[src/rtl/imm_gen_pipe.sv]
// Pipelined RISC-V immediate generator: decodes format from opcode/funct3,
// extends to XLEN and buffers results in an in-order valid/ready FIFO.
module imm_gen_pipe #(
    parameter int unsigned XLEN  = 32,
    parameter int unsigned TAG_W = 32,
    parameter int unsigned DEPTH = 2
) (
    input  logic             clk,
    input  logic             rst,
    input  logic             flush,
    input  logic             in_valid,
    output logic             in_ready,
    input  logic [31:0]      in_instr,
    input  logic [TAG_W-1:0] in_tag,
    output logic             out_valid,
    input  logic             out_ready,
    output logic [XLEN-1:0]  out_imm,
    output logic [2:0]       out_fmt,
    output logic             out_has_imm,
    output logic             out_illegal,
    output logic [TAG_W-1:0] out_tag
);

    localparam int unsigned PTR_W = (DEPTH > 1) ? $clog2(DEPTH) : 1;
    localparam int unsigned CNT_W = PTR_W + 1;
    localparam bit          IS64  = (XLEN == 64);

    localparam logic [2:0] FMT_NONE  = 3'd0;
    localparam logic [2:0] FMT_I     = 3'd1;
    localparam logic [2:0] FMT_SHAMT = 3'd2;
    localparam logic [2:0] FMT_S     = 3'd3;
    localparam logic [2:0] FMT_B     = 3'd4;
    localparam logic [2:0] FMT_U     = 3'd5;
    localparam logic [2:0] FMT_J     = 3'd6;
    localparam logic [2:0] FMT_Z     = 3'd7;

    localparam logic [6:0] OP_LOAD   = 7'b0000011;
    localparam logic [6:0] OP_FENCE  = 7'b0001111;
    localparam logic [6:0] OP_IMM    = 7'b0010011;
    localparam logic [6:0] OP_AUIPC  = 7'b0010111;
    localparam logic [6:0] OP_IMM32  = 7'b0011011;
    localparam logic [6:0] OP_STORE  = 7'b0100011;
    localparam logic [6:0] OP_OP     = 7'b0110011;
    localparam logic [6:0] OP_LUI    = 7'b0110111;
    localparam logic [6:0] OP_OP32   = 7'b0111011;
    localparam logic [6:0] OP_BRANCH = 7'b1100011;
    localparam logic [6:0] OP_JALR   = 7'b1100111;
    localparam logic [6:0] OP_JAL    = 7'b1101111;
    localparam logic [6:0] OP_SYSTEM = 7'b1110011;

    typedef struct packed {
        logic [XLEN-1:0]  imm;
        logic [2:0]       fmt;
        logic             has_imm;
        logic             illegal;
        logic [TAG_W-1:0] tag;
    } entry_t;

    logic [6:0]      opcode;
    logic [2:0]      f3;
    logic            is_shift;
    logic [XLEN-1:0] dec_imm;
    logic [2:0]      dec_fmt;
    logic            dec_ill;
    entry_t          dec;

    entry_t             mem_q [DEPTH];
    entry_t             mem_d [DEPTH];
    entry_t             head_q, head_d;
    logic [PTR_W-1:0]   wr_ptr_q, wr_ptr_d;
    logic [PTR_W-1:0]   rd_ptr_q, rd_ptr_d;
    logic [CNT_W-1:0]   count_q, count_d;
    logic               in_ready_q, in_ready_d;
    logic               out_valid_q, out_valid_d;
    logic               push, pop;

    // Immediate format decode from opcode/funct3 of the incoming instruction
    always_comb begin
        opcode   = in_instr[6:0];
        f3       = in_instr[14:12];
        is_shift = (f3 == 3'b001) || (f3 == 3'b101);
        dec_imm  = '0;
        dec_fmt  = FMT_NONE;
        dec_ill  = 1'b0;
        case (opcode)
            OP_LOAD, OP_JALR: begin
                dec_fmt = FMT_I;
                dec_imm = XLEN'($signed(in_instr[31:20]));
            end
            OP_IMM: begin
                if (is_shift) begin
                    dec_fmt = FMT_SHAMT;
                    dec_imm = XLEN'(in_instr[25:20]);
                    if (!IS64 && in_instr[25]) dec_ill = 1'b1;
                    if (!((in_instr[31:26] == 6'b000000) ||
                          ((in_instr[31:26] == 6'b010000) && (f3 == 3'b101))))
                        dec_ill = 1'b1;
                end else begin
                    dec_fmt = FMT_I;
                    dec_imm = XLEN'($signed(in_instr[31:20]));
                end
            end
            OP_IMM32: begin
                if (!IS64) begin
                    dec_ill = 1'b1;
                end else if (is_shift) begin
                    dec_fmt = FMT_SHAMT;
                    dec_imm = XLEN'(in_instr[24:20]);
                end else begin
                    dec_fmt = FMT_I;
                    dec_imm = XLEN'($signed(in_instr[31:20]));
                end
            end
            OP_STORE: begin
                dec_fmt = FMT_S;
                dec_imm = XLEN'($signed({in_instr[31:25], in_instr[11:7]}));
            end
            OP_BRANCH: begin
                dec_fmt = FMT_B;
                dec_imm = XLEN'($signed({in_instr[31], in_instr[7], in_instr[30:25],
                                         in_instr[11:8], 1'b0}));
            end
            OP_LUI, OP_AUIPC: begin
                dec_fmt = FMT_U;
                dec_imm = XLEN'($signed({in_instr[31:12], 12'b0}));
            end
            OP_JAL: begin
                dec_fmt = FMT_J;
                dec_imm = XLEN'($signed({in_instr[31], in_instr[19:12], in_instr[20],
                                         in_instr[30:21], 1'b0}));
            end
            OP_SYSTEM: begin
                if (f3[2]) begin
                    dec_fmt = FMT_Z;
                    dec_imm = XLEN'(in_instr[19:15]);
                end
            end
            OP_OP, OP_FENCE: begin
                dec_fmt = FMT_NONE;
            end
            OP_OP32: begin
                if (!IS64) dec_ill = 1'b1;
            end
            default: begin
                dec_ill = 1'b1;
            end
        endcase
        // Illegal entries carry no immediate
        if (dec_ill) begin
            dec_fmt = FMT_NONE;
            dec_imm = '0;
        end
        dec.imm     = dec_imm;
        dec.fmt     = dec_fmt;
        dec.has_imm = (dec_fmt != FMT_NONE) && !dec_ill;
        dec.illegal = dec_ill;
        dec.tag     = in_tag;
    end

    // FIFO next state; head register tracks the entry that will be at rd_ptr
    always_comb begin
        push        = in_valid && in_ready_q;
        pop         = out_valid_q && out_ready;
        mem_d       = mem_q;
        wr_ptr_d    = wr_ptr_q;
        rd_ptr_d    = rd_ptr_q;
        count_d     = count_q;
        head_d      = head_q;
        if (flush) begin
            wr_ptr_d = '0;
            rd_ptr_d = '0;
            count_d  = '0;
        end else begin
            if (push) begin
                mem_d[wr_ptr_q] = dec;
                wr_ptr_d        = wr_ptr_q + PTR_W'(1);
            end
            if (pop) begin
                rd_ptr_d = rd_ptr_q + PTR_W'(1);
            end
            count_d = count_q + CNT_W'(push) - CNT_W'(pop);
            // New entry lands at the read slot when the FIFO drains to it this cycle
            if (count_d != '0) begin
                if (push && (rd_ptr_d == wr_ptr_q)) head_d = dec;
                else                                head_d = mem_q[rd_ptr_d];
            end
        end
        in_ready_d  = (count_d < CNT_W'(DEPTH));
        out_valid_d = (count_d != '0);
    end

    always_ff @(posedge clk or posedge rst) begin
        if (rst) begin
            for (int i = 0; i < int'(DEPTH); i++) mem_q[i] <= '0;
            head_q      <= '0;
            wr_ptr_q    <= '0;
            rd_ptr_q    <= '0;
            count_q     <= '0;
            in_ready_q  <= 1'b0;
            out_valid_q <= 1'b0;
        end else begin
            for (int i = 0; i < int'(DEPTH); i++) mem_q[i] <= mem_d[i];
            head_q      <= head_d;
            wr_ptr_q    <= wr_ptr_d;
            rd_ptr_q    <= rd_ptr_d;
            count_q     <= count_d;
            in_ready_q  <= in_ready_d;
            out_valid_q <= out_valid_d;
        end
    end

    assign in_ready    = in_ready_q;
    assign out_valid   = out_valid_q;
    assign out_imm     = head_q.imm;
    assign out_fmt     = head_q.fmt;
    assign out_has_imm = head_q.has_imm;
    assign out_illegal = head_q.illegal;
    assign out_tag     = head_q.tag;

endmodule

[config.mk]
export PLATFORM = sky130hd
export DESIGN_NAME = imm_gen_pipe
export DESIGN_NICKNAME = d
export VERILOG_FILES = /design/src/rtl/imm_gen_pipe.sv
export SDC_FILE = /design/constraint.sdc
export NUM_CORES = 1
export LEC_CHECK = 0
export ABC_AREA = 1
export CAP_MARGIN = 5
export CORE_UTILIZATION = 30
export CTS_CLUSTER_SIZE = 14
export DETAILED_ROUTE_END_ITERATION = 16
export DONT_BUFFER_PORTS = 1
export GPL_ROUTABILITY_DRIVEN = 1
export MAX_ROUTING_LAYER = met4
export SLEW_MARGIN = 15
export SYNTH_ARGS = -nofsm -noshare
export SYNTH_HDL_FRONTEND = slang
export SYNTH_SLANG_ARGS = --single-unit
[constraint.sdc]
create_clock -name clk -period 6.8 [get_ports clk]
set_input_delay 1.36 -clock clk [delete_from_list [all_inputs] [get_ports clk]]
set_output_delay 1.36 -clock clk [all_outputs]
set_load 0.01 [all_outputs]
==> impl_metrics.yaml <==
run_status:
  status: "completed"
power:
  cellLeakagePower_uw: 0.00541
  power_density_mw_per_mm2: 460
  pwr-share-clk: 0.237
  internal_power_uw: 3150
  combPwrFrac: 0.330
  power.switching_uw: 2000
  vdd_drop_max_mv: 0.185
  p_sw_frac: 0.388
  seqPwrFrac: 0.432
  total_power_uw: 5150
placement:
  place_congestion: 0.849
  dp_cells: 1673
  place_hpwl_um: 17500
  post-place-ws_ns: 2.69
  numPortBuffers: 0
timing:
  setup_tns_ns: 0
  post-route-min-period_ns: 3.60
  drv_slew: 0
  fmax_mhz: 278
  hold_viol_final: 0
  fin_ws_ns: 3.20
  min_period_over_period: 0.529
  setup_violations: 0
  finalClockSkew_ns: 0.00953
  tightest_slew_ns: 1.12
  slew_headroom: 0.255
  rsz0062_at_grt: "no"
final_layout:
  drive_gt1_frac: 0.0712
  final_common_cell: "nand2_1"
  layout_common_cells: "nand2_1 (390), dfrtp_1 (213), nor2_1 (157), o21ai_0 (140), inv_1 (94)"
  area_growth_syn_to_layout_pct: 10.3
  finalNonFillerCells: 1712
  fin_nets: 1323
  diodes: 0
clock_network:
  cts_buffers: 25
  cts.repair_timing.setup_buffer_count: 0
  clkTransAtPathRegs_ns: 0.06
  cts_sinks: 213
  cts_hold_buf: 0
  root_buffer: "clkbuf_16"
  h-tree-depth: 1
  cts_tree: "yes"
  worstSkewPairLatency_ns: 0.51
  post_cts_resized: 0
  cts_max_path_buffers: 3
route:
  routed_wl_um: 27300
  wire_per_inst_um: 15.9
  drt-initial-drc-count: 658
  dr.pass1.iters: 5
  drc_errors: 0
  dr_total_vias: 8231
  vias_per_cell: 4.81
  antenna_left: 0
synthesis:
  netlist_area_mm2: 0.0102
  synth_cells: 1292
  synthDistinctLibCells: 28
  ys_seq_area_frac: 0.524
  ys_seq_elements: 213
  ys_warn_count: 0
  syn_nets: 1363
  synth_area_per_cell_um2: 7.87
grt:
  grt_pass1_wl_um: 43800
  grt.overflow.total: 0
  track_usage: 0.166
  grt_pass1_vias: 7998
  grt_antenna_before_repair: 0
  grt_max_degree: 126
critical_path:
  cp_max_fo: 60
  worst-setup-path-type: "input pin to register"
  max_stage_delay_ns: 0.55
  cp-end-kind: "register"
  arrival_ns: 4.02
  crit_required_ns: 7.22
  crit_path_start_kind: "input pin"
  crit_slowest_cell: "buf_4"
  crit_chain: "nand2_1, ha_1, inv_1, ha_1, inv_1, o21ai_4, buf_4, buf_4, nor2_1, a31oi_1"
floorplan:
  die_h_um: 186
  coreArea_mm2: 0.0334
  rows: 67
  initial_core_util: 0.304
  ios: 140
  die_w_um: 186
  die_area_mm2: 0.0346
min_path:
  hp-class: "register to register"
run:
  cap_violations: 0
==> Yosys cell counts <==
master    number  area (µm²)
nand2_1      392        1470
dfrtp_1      213        5330
nor2_1       158         593
o21ai_0      140         701
inv_1         95         357
a31oi_1       63         394
buf_2         46         230
o211ai_1      32         240
nand3_1       29         145
clkbuf_1      24        90.1
o21ai_1       23         115
or2_2         22         138
a21oi_1       16        80.1
buf_4          7        52.6
inv_2          6        22.5
nand2_2        6        37.5
nand4_1        5        31.3
nand3_2        3        30.0
buf_6          2        22.5
ha_1           2        25.0
a22oi_1        1        7.51
clkinv_1       1        3.75
nor2_2         1        6.26
nor2_4         1        11.3
nor3_1         1        5.00
nor3_2         1        10.0
or2_1          1        6.26
xor2_1         1        8.76
==> final timing paths <==
check | startpoint | to | slack [ns] | depth (start not counted)
setup reg to reg | out_valid$_DFF_PP0_ | out_tag[12]$_DFFE_PP0P_ | 3.60 | 11
min in group asynchronous | rst | mem_q[75]$_DFFE_PP0P_ | 0.77 | 1
max in group asynchronous | rst | mem_q[11]$_DFFE_PP0P_ | 4.82 | 2
setup / recovery | in_valid | out_tag[12]$_DFFE_PP0P_ | 3.20 | 10
hold reg to reg | mem_q[3]$_DFFE_PP0P_ | mem_q[3]$_DFFE_PP0P_ | 0.47 | 2
hold / removal | mem_q[3]$_DFFE_PP0P_ | mem_q[3]$_DFFE_PP0P_ | 0.47 | 2
==> layer usage <==
| layer | up-vias | wire length [µm] | global-route usage |
|---|---|---|---|
| li1 | 4072 | - | - |
| met1 | 3907 | 12000 | 0.208 |
| met2 | 219 | 12400 | 0.261 |
| met3 | 33 | 2340 | 0.0491 |
| met4 | 0 | 522 | 0.0443 |
| met5 | - | 0 | - |
==> flip-flops by register name, summed over array words and instances (netlist names) <==
register     cells
wr_ptr_q         1
out_tag         32
rd_ptr_q         1
out_imm         32
count_q          2
out_fmt          3
mem_q          138
out_has_imm      1
out_illegal      1
in_ready         1
out_valid        1
==> metrics by stage <==
step	util	cell area, µm²	hold WS (ns)
2_1_floorplan	-	10200	0.442
3_3_place_gp	0.313	10500	0.455
3_5_place_dp	0.313	10500	0.460
4_1_cts	0.335	11200	0.473
5_1_grt	0.335	11200	0.497
6_report	0.335	11200	0.471
==> cell type report <==
type | instances | area [µm²]
inverter | 102 | 387
fill | 3465 | 22200
clock buffer | 36 | 717
sequential | 213 | 5330
timing repair buffer | 12 | 103
tap | 448 | 561
clock inverter | 3 | 18.8
multi-input combinational | 898 | 4100
==> worst max-delay path: cells and delay by family <==
family	cells	cell delay, ns
AOI/OAI and AO/OA	2	0.68
adders and majority gates	2	0.58
buffers and inverters	4	1.10
and+or+nand+nor	2	0.22
==> power groups by stage <==
stage	Combinational [µW]	Sequential (µW)	Clock, µW
final	1700	2230	1220
after global routing	1990	2310	1320
after CTS	1730	2250	1270
after detailed placement	1720	2260	0
after global placement	1680	2250	0
after floorplan	1410	2140	0
==> kinds of logic after synthesis <==
family | count (synthesis) | synth area share
and+or+nand+nor | 620 | 0.244
xor gates and xnor gates | 1 | 0.000862
DFF | 213 | 0.524
buffers and inverters | 181 | 0.0766
AOI/OAI and AO/OA | 275 | 0.151
adders and majority gates | 2 | 0.00246
(Power assumes the default switching activity.)
